`src/rtl/trap_sequencer.sv`:
```
// trap_sequencer
// Machine-mode trap / mret sequencer. Watches the commit stage for ecall,
// mret and an enabled+pending timer interrupt, then drives the CSR file's
// trap-side write port (mepc, mcause, mstatus) and redirects fetch.
// The trap port yields to in-flight CPU CSR writes; the pipeline is stalled
// for the whole sequence.
//
// Ports:
//   clk, rst_n                 clock, synchronous active-low reset
//   commit_valid_i             an instruction retires this cycle
//   commit_pc_i                PC of the retiring instruction
//   commit_next_pc_i           resolved next PC of the retiring instruction
//   ecall_i, mret_i            retiring instruction kind (qualified by commit_valid_i)
//   cpu_csr_wen_i              CPU CSR write in flight (trap port must wait)
//   global_int_en_i            mstatus.MIE
//   mtime_int_en_i             mie.MTIE
//   mtime_int_pend_i           mip.MTIP
//   mtvec_i, mepc_i, mstatus_i current CSR values
//   mepc_*/mcause_*/mstatus_*  CSR write ports (enable + data)
//   redirect_valid_o/pc_o      one-cycle fetch redirect
//   stall_o                    hold pipeline
module trap_sequencer #(
    parameter int XLEN        = 64,
    parameter bit VECTORED_EN = 1'b1
) (
    input  logic            clk,
    input  logic            rst_n,
    input  logic            commit_valid_i,
    input  logic [XLEN-1:0] commit_pc_i,
    input  logic [XLEN-1:0] commit_next_pc_i,
    input  logic            ecall_i,
    input  logic            mret_i,
    input  logic            cpu_csr_wen_i,
    input  logic            global_int_en_i,
    input  logic            mtime_int_en_i,
    input  logic            mtime_int_pend_i,
    input  logic [XLEN-1:0] mtvec_i,
    input  logic [XLEN-1:0] mepc_i,
    input  logic [XLEN-1:0] mstatus_i,
    output logic            mepc_wen_o,
    output logic [XLEN-1:0] mepc_wdata_o,
    output logic            mcause_wen_o,
    output logic [XLEN-1:0] mcause_wdata_o,
    output logic            mstatus_wen_o,
    output logic [XLEN-1:0] mstatus_wdata_o,
    output logic            redirect_valid_o,
    output logic [XLEN-1:0] redirect_pc_o,
    output logic            stall_o
);

    typedef enum logic [1:0] {IDLE, ARB, WRITE, REDIRECT} state_t;

    localparam logic [XLEN-1:0] CAUSE_ECALL = XLEN'(11);
    localparam logic [XLEN-1:0] CAUSE_MTI   = {1'b1, {(XLEN-1){1'b0}}} | XLEN'(7);

    state_t state, state_nxt;

    // captured event
    logic            is_mret_q;
    logic            is_int_q;
    logic [XLEN-1:0] epc_q;
    logic [XLEN-1:0] cause_q;

    // registered write data / last redirect target
    logic [XLEN-1:0] mepc_wdata_q, mcause_wdata_q, mstatus_wdata_q, redir_pc_q;

    // ---------------- event detection (IDLE only, ecall > mret > irq)
    logic idle, int_hit, ev_ecall, ev_mret, ev_int, ev_any;
    assign idle     = (state == IDLE);
    assign int_hit  = global_int_en_i & mtime_int_en_i & mtime_int_pend_i;
    assign ev_ecall = idle & commit_valid_i & ecall_i;
    assign ev_mret  = idle & commit_valid_i & mret_i & ~ecall_i;
    assign ev_int   = idle & commit_valid_i & int_hit & ~ecall_i & ~mret_i;
    assign ev_any   = ev_ecall | ev_mret | ev_int;

    // ARB exits only on a cycle where the CSR file will accept trap writes
    logic arb_go;
    assign arb_go = (state == ARB) & ~cpu_csr_wen_i;

    // ---------------- FSM: state register
    always_ff @(posedge clk) begin
        if (!rst_n) state <= IDLE;
        else        state <= state_nxt;
    end

    // ---------------- FSM: next state
    always_comb begin
        state_nxt = state;
        case (state)
            IDLE:     if (ev_any) state_nxt = ARB;
            ARB:      if (arb_go) state_nxt = WRITE;
            WRITE:    state_nxt = REDIRECT;
            REDIRECT: state_nxt = IDLE;
            default:  state_nxt = IDLE;
        endcase
    end

    // ---------------- mstatus update functions
    logic [XLEN-1:0] mstatus_trap, mstatus_mret;
    always_comb begin
        mstatus_trap        = mstatus_i;
        mstatus_trap[7]     = mstatus_i[3];
        mstatus_trap[3]     = 1'b0;
        mstatus_trap[12:11] = 2'b11;
        mstatus_mret        = mstatus_i;
        mstatus_mret[3]     = mstatus_i[7];
        mstatus_mret[7]     = 1'b1;
        mstatus_mret[12:11] = 2'b11;
    end

    // ---------------- redirect target (sampled live in REDIRECT so an
    // mret sees the mepc value after any earlier write has landed)
    logic [XLEN-1:0] base, trap_tgt, tgt;
    logic            vec;
    always_comb begin
        base     = {mtvec_i[XLEN-1:2], 2'b00};
        vec      = VECTORED_EN && (mtvec_i[1:0] == 2'b01) && is_int_q;
        trap_tgt = vec ? base + XLEN'(28) : base;
        tgt      = is_mret_q ? mepc_i : trap_tgt;
    end

    // ---------------- datapath registers
    always_ff @(posedge clk) begin
        if (!rst_n) begin
            is_mret_q       <= 1'b0;
            is_int_q        <= 1'b0;
            epc_q           <= '0;
            cause_q         <= '0;
            mepc_wdata_q    <= '0;
            mcause_wdata_q  <= '0;
            mstatus_wdata_q <= '0;
            redir_pc_q      <= '0;
        end else begin
            if (ev_any) begin
                is_mret_q <= ev_mret;
                is_int_q  <= ev_int;
                epc_q     <= ev_int ? {commit_next_pc_i[XLEN-1:2], 2'b00}
                                    : {commit_pc_i[XLEN-1:2], 2'b00};
                cause_q   <= ev_int ? CAUSE_MTI : CAUSE_ECALL;
            end
            if (arb_go) begin
                if (is_mret_q) begin
                    mstatus_wdata_q <= mstatus_mret;
                end else begin
                    mepc_wdata_q    <= epc_q;
                    mcause_wdata_q  <= cause_q;
                    mstatus_wdata_q <= mstatus_trap;
                end
            end
            if (state == REDIRECT) redir_pc_q <= tgt;
        end
    end

    // ---------------- FSM: outputs (strobes decode the state register only)
    always_comb begin
        mepc_wen_o       = 1'b0;
        mcause_wen_o     = 1'b0;
        mstatus_wen_o    = 1'b0;
        redirect_valid_o = 1'b0;
        redirect_pc_o    = redir_pc_q;
        case (state)
            WRITE: begin
                mepc_wen_o    = ~is_mret_q;
                mcause_wen_o  = ~is_mret_q;
                mstatus_wen_o = 1'b1;
            end
            REDIRECT: begin
                redirect_valid_o = 1'b1;
                redirect_pc_o    = tgt;
            end
            default: ;
        endcase
    end

    assign mepc_wdata_o    = mepc_wdata_q;
    assign mcause_wdata_o  = mcause_wdata_q;
    assign mstatus_wdata_o = mstatus_wdata_q;
    assign stall_o         = ~idle | ev_any;

endmodule

```
`config.mk`:
```
export PLATFORM = sky130hd
export DESIGN_NAME = trap_sequencer
export DESIGN_NICKNAME = d
export VERILOG_FILES = /design/src/rtl/trap_sequencer.sv
export SDC_FILE = /design/constraint.sdc
export NUM_CORES = 1
export LEC_CHECK = 0
export ABC_AREA = 1
export CELL_PAD_IN_SITES_DETAIL_PLACEMENT = 1
export CELL_PAD_IN_SITES_GLOBAL_PLACEMENT = 2
export CORE_MARGIN = 8
export CORE_UTILIZATION = 23
export CTS_CLUSTER_DIAMETER = 30
export CTS_CLUSTER_SIZE = 40
export DETAILED_ROUTE_END_ITERATION = 10
export HOLD_SLACK_MARGIN = 0.06
export PLACE_DENSITY_LB_ADDON = 0.1
export SYNTH_ARGS = -nofsm -noshare
export SYNTH_HDL_FRONTEND = slang
export SYNTH_SLANG_ARGS = --single-unit
export TNS_END_PERCENT = 1
```
`constraint.sdc`:
```
create_clock -name clk -period 5 [get_ports clk]
set_clock_uncertainty 0.1 [all_clocks]
set_input_delay 1.5 -clock clk [delete_from_list [all_inputs] [get_ports clk]]
set_output_delay 1.5 -clock clk [all_outputs]
set_load 0.02 [all_outputs]
```
==> results of run 1 <==
==> layer usage <==
metal,wire [microns],track usage (%)
met5,112,0
met4,2330,9.19
met3,4750,7.28
met2,34000,35.5
met1,26900,22.5
==> worst max-delay path, delay by kind of cell <==
kind | cells | cell delay [ps]
xor+xnor | 1 | 130
buf+inv | 5 | 1050
simple gates | 7 | 640
==> layout make-up <==
| cell class | count | share of cell area (%) |
|---|---|---|
| inverters | 104 | 1.67 |
| flip-flops and latches | 260 | 22.2 |
| clock inverters | 32 | 2.11 |
| multi-input cells | 1458 | 29.9 |
| repair buffers | 736 | 29.0 |
| diodes | 15 | 0.160 |
| well taps | 748 | 3.98 |
| clock buffers | 126 | 11.0 |
==> cell usage after synthesis (12+ instances only) <==
cell type / instances / area [sq um]
clkbuf_1: 87 / 327
dfxtp_1: 260 / 5200
a21oi_1: 71 / 355
nand2_1: 522 / 1960
nor2_1: 376 / 1410
inv_1: 98 / 368
xor2_1: 12 / 105
nor3_1: 22 / 110
nand4_1: 19 / 119
a31oi_1: 62 / 388
nand3_1: 79 / 395
o21ai_0: 149 / 746
buf_4: 66 / 495
==> cells by family (layout without fill, tap and decap cells) <==
family | after synthesis | in the layout
other | 1 | 76
buffers and inverters | 267 | 998
xor gates and xnor gates | 14 | 14
DFF | 260 | 260
AOI/OAI and AO/OA | 315 | 315
and+or+nand+nor | 1062 | 1062
adders and majority gates | 6 | 6
==> through the flow <==
step / hold slack [ps] / setup TNS [ps] / util (%)
floorplan: 341 / 0 / -
global placement: 357 / -30340 / 35.9
detailed placement: 366 / -31790 / 35.9
CTS: 372 / -5910 / 41.7
global route: 389 / -116 / 42.6
finish: 369 / 0 / 42.6
==> cell usage in the layout, fill, tap and decap left out, drive strengths merged <==
cell and n:
o221a 1, xor2 12, nor3b 2, buf 264, conb 61, dlymetal6s2s 42, clkbuf 136, a21o 5
a21oi 76, nand2 528, clkdlybuf4s15 9, a211oi 1, nand4 19, inv 103, nor2 397, dlygate4sd2 6
nand3 83, clkdlybuf4s50 405, o21ai 153, xnor2 2, o21bai 2, o211ai 10, diode 15, clkinv 24
nand3b 3, o22ai 2, bufinv 9, o221ai 3, nor4 2, dfxtp 260, nor3 22, a31oi 62
ha 6, or2 6
==> path summary, 6_finish.rpt <==
kind / startpoint / to / slack (ps) / cells past startpoint
worst min register to register: epc_q[8]$_SDFFE_PN0P_ / mepc_wdata_o[8]$_SDFFE_PN0P_ / 370 / 2
worst max-delay path: mtvec_i[35] / redirect_pc_o[41] / 70 / 13
worst min-delay path: epc_q[8]$_SDFFE_PN0P_ / mepc_wdata_o[8]$_SDFFE_PN0P_ / 370 / 2
worst max register to register: state[0]$_SDFFE_PN0P_ / epc_q[21]$_SDFFE_PN0P_ / 2490 / 9
==> timing repair <==
| action | in CTS | in global routing |
|---|---|---|
| buffers inserted | 4 | 16 |
| endpoints found under the setup margin | 62 | 60 |
| resized for setup | 271 | 150 |
| pin swaps | 21 | 40 |
==> where the power goes <==
part	switching, mW	total, mW	internal, mW
logic	1.80	2.98	1.18
registers	0.174	2.62	2.44
clock network	1.57	5.58	4.01
==> flip-flops by register name (all words and copies together), names as in the netlist <==
register,count
epc_q,62
mepc_wdata_o,62
mcause_wdata_o,3
is_mret_q,1
cause_q,3
mstatus_wdata_o,63
state,2
redir_pc_q,64
==> out/results.tsv, run 1 <==
stage	metric	value	unit
place	placed_cell_area	19800	sq um
synthesis	synth_top_family_by_area	simple AND/OR/NAND/NOR gates	
worst_hold_path	hp-class	flop to flop	
die	die_w	252	microns
detailed_routing	vias	15400	
clock_network	clock_path_buffers	3	
sta	rsz0062_at_grt	yes	
place	hpwl	50300	microns
detailed_routing	routed_wirelength	68100	microns
synthesis	synth_warnings	0	
place	dpl_worst_slack	-903	ps
synthesis	synth_seq_area_share	40.6	%
finish	area_growth_syn_to_layout	83.4	%
detailed_routing	wl_per_cell	19.6	microns
sta	hold_viol	0	
clock_network	clk_pin_slew	40	ps
detailed_routing	vias_per_cell	4.44	
grt	grt_pass1_wl	101000	microns
die	fp-row-count	86	
job	cap_violations	0	
place	placedCellCount	3286	
pwr	power_per_cell_area	476	nW/um^2
finish	filler_cell_count	6727	
grt	grt_overflow	0	
synthesis	synth_xor_xnor_area_share	0.957	%
finish	finalNonFillerCells	3479	
critical_path	cp_slowest_stage_delay	480	ps
sta	finalCritPeriodShare	98.6	%
detailed_routing	drt_iter0_drc	478	
synthesis	synth-seq-cells	260	
detailed_routing	drc_errors	0	
clock_network	cts_tree	yes	
synthesis	async_flop_share	0	%
synthesis	synth_mux_area_share	0	%
synthesis	synth_edf_count	0	
critical_path	worst_setup_path_start_kind	input pin	
finish	seqCellArea	5210	sq um
finish	drive_above_1_share	21.1	%
critical_path	crit_chain	clkdlybuf4s50_1 > buf_4 > nand2_4 > nor2_4 > nand2_1 > nor2_1 > buf_4 > nand2_4 > buf_4 > xnor2_2 > nand2_1 > nand2_1 > buf_6	
synthesis	synth_flop_cell	dfxtp_1	
die	die-area	63500	sq um
clock_network	clock-sinks	260	
clock_network	hold_buffers	0	
synthesis	syn_area_per_cell	6.66	sq um
die	core	55100	sq um
pwr	p_total	11.2	mW
sta	setup_ws	69.2	ps
clock_network	cts_max_level	3	
grt	grt_pass1_vias	16400	
critical_path	cp.arrival	3330	ps
sta	clock.fmax	203	MHz
grt	grtUsageTotal	20.6	%
place	portBuffers	522	
sta	period_minus_slack	4930	ps
finish	multi_input_area	7030	sq um
die	pin_count	590	
status	status	finished, final reports clean	
detailed_routing	dr.pass1.iters	5	
synthesis	synth_fa_ha_area_share	0.586	%
sta	setup_viol	0	
clock_network	clkLatencyLatePin	610	ps
sta	slew_violations	0	
grt	grt_max_degree	92	
critical_path	cp_slowest_cell	clkdlybuf4s50_1	
grt	antenna_found_initial	20	
sta	tightest_slew	983	ps
pwr	leakagePower	10.7	nW
sta	slew_headroom	34.5	%
critical_path	critPathKind	input pin to output pin	
clock_network	root_buffer	clkbuf_16	
synthesis	synth-simple-area-share	34.2	%
die	die_h	252	microns
critical_path	worst_setup_path_end_kind	output pin	
finish	nets	2981	
synthesis	synth-compound-area-share	13.6	%
critical_path	cp_max_fo	3	
synthesis	synth_area	12800	sq um
critical_path	required	3400	ps
synthesis	yosysUniqueCellTypes	43	
synthesis	netlist_instances	1925	
die	initial_core_util	23.3	%
place	gp_congestion	0.861	
detailed_routing	postRouteAntennaNets	0	
clock_network	numCtsBuffers	86	
finish	final_cell_area	23500	sq um
pwr	vdd_drop_max	0.224	mV
Power figures use the tool's default switching activity.
==> run 2, diff against run 1 <==
--- a/config.mk
+++ b/config.mk
@@ -8,11 +8,12 @@
 export ABC_AREA = 1
 export CELL_PAD_IN_SITES_DETAIL_PLACEMENT = 1
 export CELL_PAD_IN_SITES_GLOBAL_PLACEMENT = 2
-export CORE_MARGIN = 8
-export CORE_UTILIZATION = 23
+export CORE_AREA = 8 8 222 224
 export CTS_CLUSTER_DIAMETER = 30
 export CTS_CLUSTER_SIZE = 40
 export DETAILED_ROUTE_END_ITERATION = 10
+export DIE_AREA = 0 0 230 232
+export DONT_BUFFER_PORTS = 1
 export HOLD_SLACK_MARGIN = 0.06
 export PLACE_DENSITY_LB_ADDON = 0.1
 export SYNTH_ARGS = -nofsm -noshare
==> run 2 against run 1 <==
Routed wire length shrank 16%; power decreased by 11%; first-iteration DRC count up 23%; sequential share of layout area rose by 10 points; die area down 16%; clock-buffer cell count is 21 lower; largest power group unchanged.
==> out/results.tsv, run 2 (synthesized netlist as in run 1, its figures left out) <==
stage	metric	value	unit	change
finish	nets	2266		-24%
finish	final_common_cell	nand2_1		
place	placed_cell_area	13200	sq um	-34%
die	die_h	232	microns	-7.9%
pwr	leakagePower	7.04	nW	-34%
clock_network	clock_path_buffers	3		unchanged
sta	setup_viol	0		unchanged
job	cap_violations	0		unchanged
finish	largest_register_ff_count	64		unchanged
finish	final_cell_area	16000	sq um	-32%
sta	rsz0062_at_grt	yes		
pwr	vdd_drop_max	0.321	mV	+43%
critical_path	cp.arrival	3250	ps	-80 ps
die	pin_count	590		unchanged
detailed_routing	wl_per_cell	22.1	microns	+13%
grt	grt_pass1_vias	13400		-19%
clock_network	clock-sinks	260		unchanged
grt	grt_overflow	0		unchanged
detailed_routing	vias	12500		-19%
finish	area_growth_syn_to_layout	25.2	%	
clock_network	post_cts_buffers	0		-4
finish	drive_above_1_share	10.9	%	-10 points
clock_network	numCtsBuffers	80		-7.0%
die	die-area	53400	sq um	-16%
die	core	45900	sq um	-17%
sta	clock.fmax	206	MHz	+1.6%
clock_network	clk_pin_slew	40	ps	about the same
critical_path	worst_setup_path_start_kind	input pin		
critical_path	critPathKind	input pin to output pin		
sta	period_minus_slack	4850	ps	-79.2 ps
die	fp-row-count	79		-8.1%
sta	finalCritPeriodShare	97.0	%	-1.6 points
finish	layout_common_cells	521 x nand2_1, 375 x nor2_1, 259 x dfxtp_1, 149 x o21ai_0, 96 x inv_1		
pwr	p_total	9.90	mW	-11%
grt	grt_max_degree	129		+40%
sta	hold_viol	0		unchanged
grt	antenna_found_initial	3		-85%
critical_path	crit_end	redirect_pc_o[58]		
sta	slew_violations	0		unchanged
place	gp_congestion	0.840		-2.4%
critical_path	worstReg2RegEnd	epc_q[23]$_SDFFE_PN0P_		
die	initial_core_util	27.9	%	+4.7 points
critical_path	required	3400	ps	about the same
sta	setup_ws	148	ps	+79.2 ps
detailed_routing	drt_iter0_drc	586		+23%
detailed_routing	postRouteAntennaNets	0		unchanged
pwr	power_per_cell_area	617	nW/um^2	+30%
clock_network	clkLatencyLatePin	590	ps	-20 ps
place	dpl_worst_slack	79.8	ps	+983 ps
place	hpwl	42500	microns	-16%
critical_path	worst_setup_path_end_kind	output pin		
detailed_routing	routed_wirelength	57400	microns	-16%
die	die_w	230	microns	-8.7%
critical_path	rr_startpoint	state[1]$_SDFFE_PN0P_		
detailed_routing	vias_per_cell	4.82		+8.5%
critical_path	r2r_slack	2450	ps	-40 ps
worst_hold_path	hp-class	flop to flop		
clock_network	root_buffer	clkbuf_16		
grt	grtUsageTotal	20.6	%	+0.041 points
critical_path	crit_start	mtvec_i[2]		
detailed_routing	drc_errors	0		unchanged
critical_path	cp_max_fo	5		+2
place	portBuffers	0		-100%
detailed_routing	dr.pass1.iters	4		-1
sta	slew_headroom	25.7	%	-8.8 points
finish	top_register	redir_pc_q		
sta	tightest_slew	1110	ps	+128 ps
critical_path	reg2regPathDepth	9		unchanged
status	status	finished, final reports clean		
grt	grt_pass1_wl	84800	microns	-16%
clock_network	cts_max_level	3		unchanged
clock_network	cts_tree	yes		
run 2: cell count changes in the layout (fill, tap and decap cells not counted), sizes merged:
cell	before	now
clkinv	24	14
dlygate4sd2	6	0
clkbuf	136	105
diode	15	2
clkinvlp	0	6
clkdlybuf4s50	405	0
bufinv	9	14
clkdlybuf4s15	9	0
dlymetal6s2s	42	0
inv	103	109
buf	264	27
run 2: what timing repair did:
item,CTS,global route
hold buffers,0,0
endpoints found under the setup margin,0,6
resized for setup,0,3
run 2: routing by layer:
layer	GRT usage (%)	wire length, microns	up-vias
met1	22.2	21800	5926
li1	-	-	6116
met2	35.8	28500	402
met5	0	11	-
met3	8.47	5480	91
met4	8.04	1630	2
run 2: layout make-up:
type | instances | area, sq um
Clock inverter | 39 | 606
Sequential cell | 260 | 5210
Antenna cell | 2 | 5.00
Inverter | 104 | 393
Fill cell | 5699 | 29800
Tap cell | 607 | 759
Multi-Input combinational cell | 1458 | 6580
Timing Repair Buffer | 27 | 228
Clock buffer | 105 | 2270
run 2: worst max-delay path, stage by stage:
cell,delay [ps]
inv_1,30
ha_1,210
nand2_1,100
nand2_1,110
nor2_2,180
nand2_1,120
nor2_2,130
nand2_2,160
nor2_1,220
a21o_1,130
nand3_1,100
nand2_1,90
buf_4,150
run 2: how the worst min path moves through the flow:
stage,start,end,slack [ps],depth (start not counted)
floorplan,cause_q[1]$_SDFFE_PN0P_,cause_q[1]$_SDFFE_PN0P_,340,2
global placement,cause_q[1]$_SDFFE_PN0P_,cause_q[1]$_SDFFE_PN0P_,360,2
detailed placement,redir_pc_q[38]$_SDFF_PN0_,redir_pc_q[38]$_SDFF_PN0_,370,2
CTS,redir_pc_q[38]$_SDFF_PN0_,redir_pc_q[38]$_SDFF_PN0_,370,2
global route,redir_pc_q[12]$_SDFF_PN0_,redir_pc_q[12]$_SDFF_PN0_,380,2
finish,epc_q[63]$_SDFFE_PN0P_,epc_q[63]$_SDFFE_PN0P_,370,2
run 2: power by group:
group	internal, mW	switching, mW	total [mW]
Sequential	2.44	0.543	2.99
Combinational	0.394	1.16	1.55
Clock	3.88	1.48	5.36
Total	6.71	3.19	9.90
run 2: per-stage QoR:
step                      instances  utilization (%)  hold slack, ps  setup TNS (ps)
after floorplan                1985                -             341               0
after global placement         2456             28.7             359               0
after detailed placement       2456             28.7             365               0
after CTS                      2600             34.9             370               0
after global routing           2602             35.0             383            -222
final                          2602             35.0             366               0
==> run 3, diff against run 2 <==
--- a/config.mk
+++ b/config.mk
@@ -8,11 +8,11 @@
 export ABC_AREA = 1
 export CELL_PAD_IN_SITES_DETAIL_PLACEMENT = 1
 export CELL_PAD_IN_SITES_GLOBAL_PLACEMENT = 2
-export CORE_AREA = 8 8 222 224
+export CORE_AREA = 2 2 229 231
 export CTS_CLUSTER_DIAMETER = 30
 export CTS_CLUSTER_SIZE = 40
 export DETAILED_ROUTE_END_ITERATION = 10
-export DIE_AREA = 0 0 230 232
+export DIE_AREA = 0 0 231 233
 export DONT_BUFFER_PORTS = 1
 export HOLD_SLACK_MARGIN = 0.06
 export PLACE_DENSITY_LB_ADDON = 0.1
==> run 3 against run 2 <==
Fmax up 0.94%; via count increased by 0.71%; sequential share of layout area fell by 0.27 points; highest routed layer unchanged; first-iteration DRC count decreased by 13%; routed wire length down 2.0%; global-route usage shrank 0.42 points; sequential power is essentially flat; register-to-register slack better by 20 ps; sequential cell count stayed put.
==> out/results.tsv, run 3 (synthesized netlist as in run 1, its figures left out) <==
stage	metric	value	unit	change
critical_path	cp_max_fo	5		unchanged
sta	finalSetupTns	0	ps	unchanged
clock_network	numCtsBuffers	83		+3.8%
clock_network	cts_max_level	3		unchanged
detailed_routing	routed_wirelength	56300	microns	-2.0%
clock_network	clock_path_buffers	3		unchanged
pwr	pwr-share-comb	15.9	%	+0.2 points
die	die_h	233	microns	+0.43%
grt	grt_pass1_wl	81800	microns	-3.5%
finish	largest_register_ff_count	64		unchanged
pwr	p_int	6.58	mW	-2.0%
sta	finalCritPeriodShare	96.1	%	-0.90 points
finish	area_growth_syn_to_layout	26.3	%	
pwr	seqPwrFrac	30.3	%	about the same
place	gp_congestion	0.815		-3.1%
sta	hold_viol	0		unchanged
sta	slew_violations	0		unchanged
sta	slew_headroom	28.6	%	+2.9 points
finish	nets	2273		+0.31%
critical_path	worst_setup_path_start_kind	input pin		
sta	holdWs	366	ps	+0.625 ps
critical_path	critPathKind	input pin to output pin		
place	hpwl	40900	microns	-3.8%
critical_path	reg2regPathDepth	6		-3
clock_network	cts_tree	yes		
clock_network	root_buffer	clkbuf_16		
critical_path	worst_setup_path_end_kind	output pin		
finish	final_common_cell	nand2_1		
place	portBuffers	0		unchanged
die	pin_count	590		unchanged
sta	tightest_slew	1070	ps	-39.3 ps
pwr	swShare	33.0	%	+0.82 points
status	status	finished, final reports clean		
finish	drive_above_1_share	11.2	%	+0.35 points
critical_path	required	3400	ps	about the same
sta	setup_viol	0		unchanged
critical_path	cp.arrival	3210	ps	-40 ps
die	die-area	53800	sq um	+0.87%
detailed_routing	vias_per_cell	4.71		-2.3%
detailed_routing	drt_iter0_drc	509		-13%
detailed_routing	postRouteAntennaNets	0		unchanged
finish	insertedDiodeCount	0		-2
die	fp-row-count	83		+5.1%
job	cap_violations	0		unchanged
finish	layout_common_cells	518 x nand2_1, 371 x nor2_1, 259 x dfxtp_1, 148 x o21ai_0, 96 x inv_1		
worst_hold_path	whs_path_depth	2		unchanged
clock_network	cts_resized	0		unchanged
sta	period_minus_slack	4810	ps	-45.0 ps
place	placed_cell_area	13300	sq um	+0.85%
die	initial_core_util	25.1	%	-2.9 points
pwr	p_total	9.82	mW	-0.85%
clock_network	post_cts_buffers	0		unchanged
grt	grt_max_degree	129		unchanged
die	die_w	231	microns	+0.43%
grt	grtUsageTotal	20.2	%	-0.42 points
pwr	vdd_drop_max	0.261	mV	-19%
grt	grt_overflow	0		unchanged
pwr	p_switching	3.24	mW	+1.7%
clock_network	clock-sinks	260		unchanged
detailed_routing	wl_per_cell	21.0	microns	-4.9%
pwr	power_per_cell_area	607	nW/um^2	-1.7%
pwr	leakagePower	7.07	nW	+0.45%
clock_network	hold_buffers	0		unchanged
detailed_routing	vias	12600		+0.71%
clock_network	clkLatencyLatePin	600	ps	about the same
detailed_routing	dr.pass1.iters	4		unchanged
worst_hold_path	hp-class	flop to flop		
pwr	clkPwrFrac	53.8	%	-0.3 points
finish	top_register	redir_pc_q		
grt	grt_pass1_vias	12800		-4.2%
sta	clock.fmax	208	MHz	+0.94%
grt	antenna_found_initial	1		-2
die	core	51100	sq um	+11%
finish	final_cell_area	16200	sq um	+0.83%
finish	filler_cell_count	6300		+11%
clock_network	clk_pin_slew	40	ps	about the same
detailed_routing	drc_errors	0		unchanged
[run 3: cell types whose count changed in the layout (fill, tap and decap cells not counted), sizes merged]
cell and change:
diode -2, bufinv -6, clkinv +5, buf +4, clkbuf +16, inv -3
clkinvlp -6
[run 3: through the flow]
step	std cells	util [%]	setup slack, ps
after floorplan	1985	-	547
after global placement	2533	26.0	45.3
after detailed placement	2533	26.0	52.0
after CTS	2683	31.6	50.4
after global routing	2683	31.7	-0.337
final	2683	31.7	193
[run 3: routing by layer]
| metal | part of all wire, % | track usage [%] |
|---|---|---|
| met1 | 39 | 22.4 |
| met3 | 9.2 | 8.31 |
| met4 | 2.4 | 7.24 |
| met2 | 49 | 34.5 |
| met5 | 0.023 | 0 |
[run 3: cell type report]
cell class	count	area (sq um)	area share (%)
Sequential cell	260	5210	32.2
Timing Repair Buffer	31	245	1.52
Clock inverter	29	465	2.88
Clock buffer	121	2420	15.0
Multi-Input combinational cell	1458	6600	40.8
Inverter	104	393	2.43
Tap cell	680	851	5.26
[run 3: critical path, cell delays in order]
cell and delay [ps]:
inv_1 30, ha_1 200, nand2_1 100, nand2_1 110, nor2_2 160, nand2_1 120
nor2_2 130, nand2_2 170, nor2_2 190, nand3_1 90, nand2_1 110, nand2_1 50
nand2_1 130, nand2_2 100
[run 3: worst paths after layout]
kind | endpoint | startpoint | slack [ps]
worst max-delay path | redirect_pc_o[50] | mtvec_i[2] | 190
worst max register to register | mepc_wdata_o[16]$_SDFFE_PN0P_ | is_mret_q$_SDFFE_PN0P_ | 2470
worst min-delay path | epc_q[63]$_SDFFE_PN0P_ | epc_q[63]$_SDFFE_PN0P_ | 370
worst min register to register | epc_q[63]$_SDFFE_PN0P_ | epc_q[63]$_SDFFE_PN0P_ | 370
[run 3: power groups by stage]
| stage | clock, mW | combinational (mW) | sequential, mW |
|---|---|---|---|
| 6_report | 5.28 | 1.56 | 2.97 |
| 2_1_floorplan | 0 | 1.23 | 2.88 |
| 5_1_grt | 5.54 | 1.77 | 3.02 |
| 4_1_cts | 5.39 | 1.60 | 2.99 |
| 3_5_place_dp | 0 | 1.60 | 3.01 |
| 3_3_place_gp | 0 | 1.57 | 3.02 |
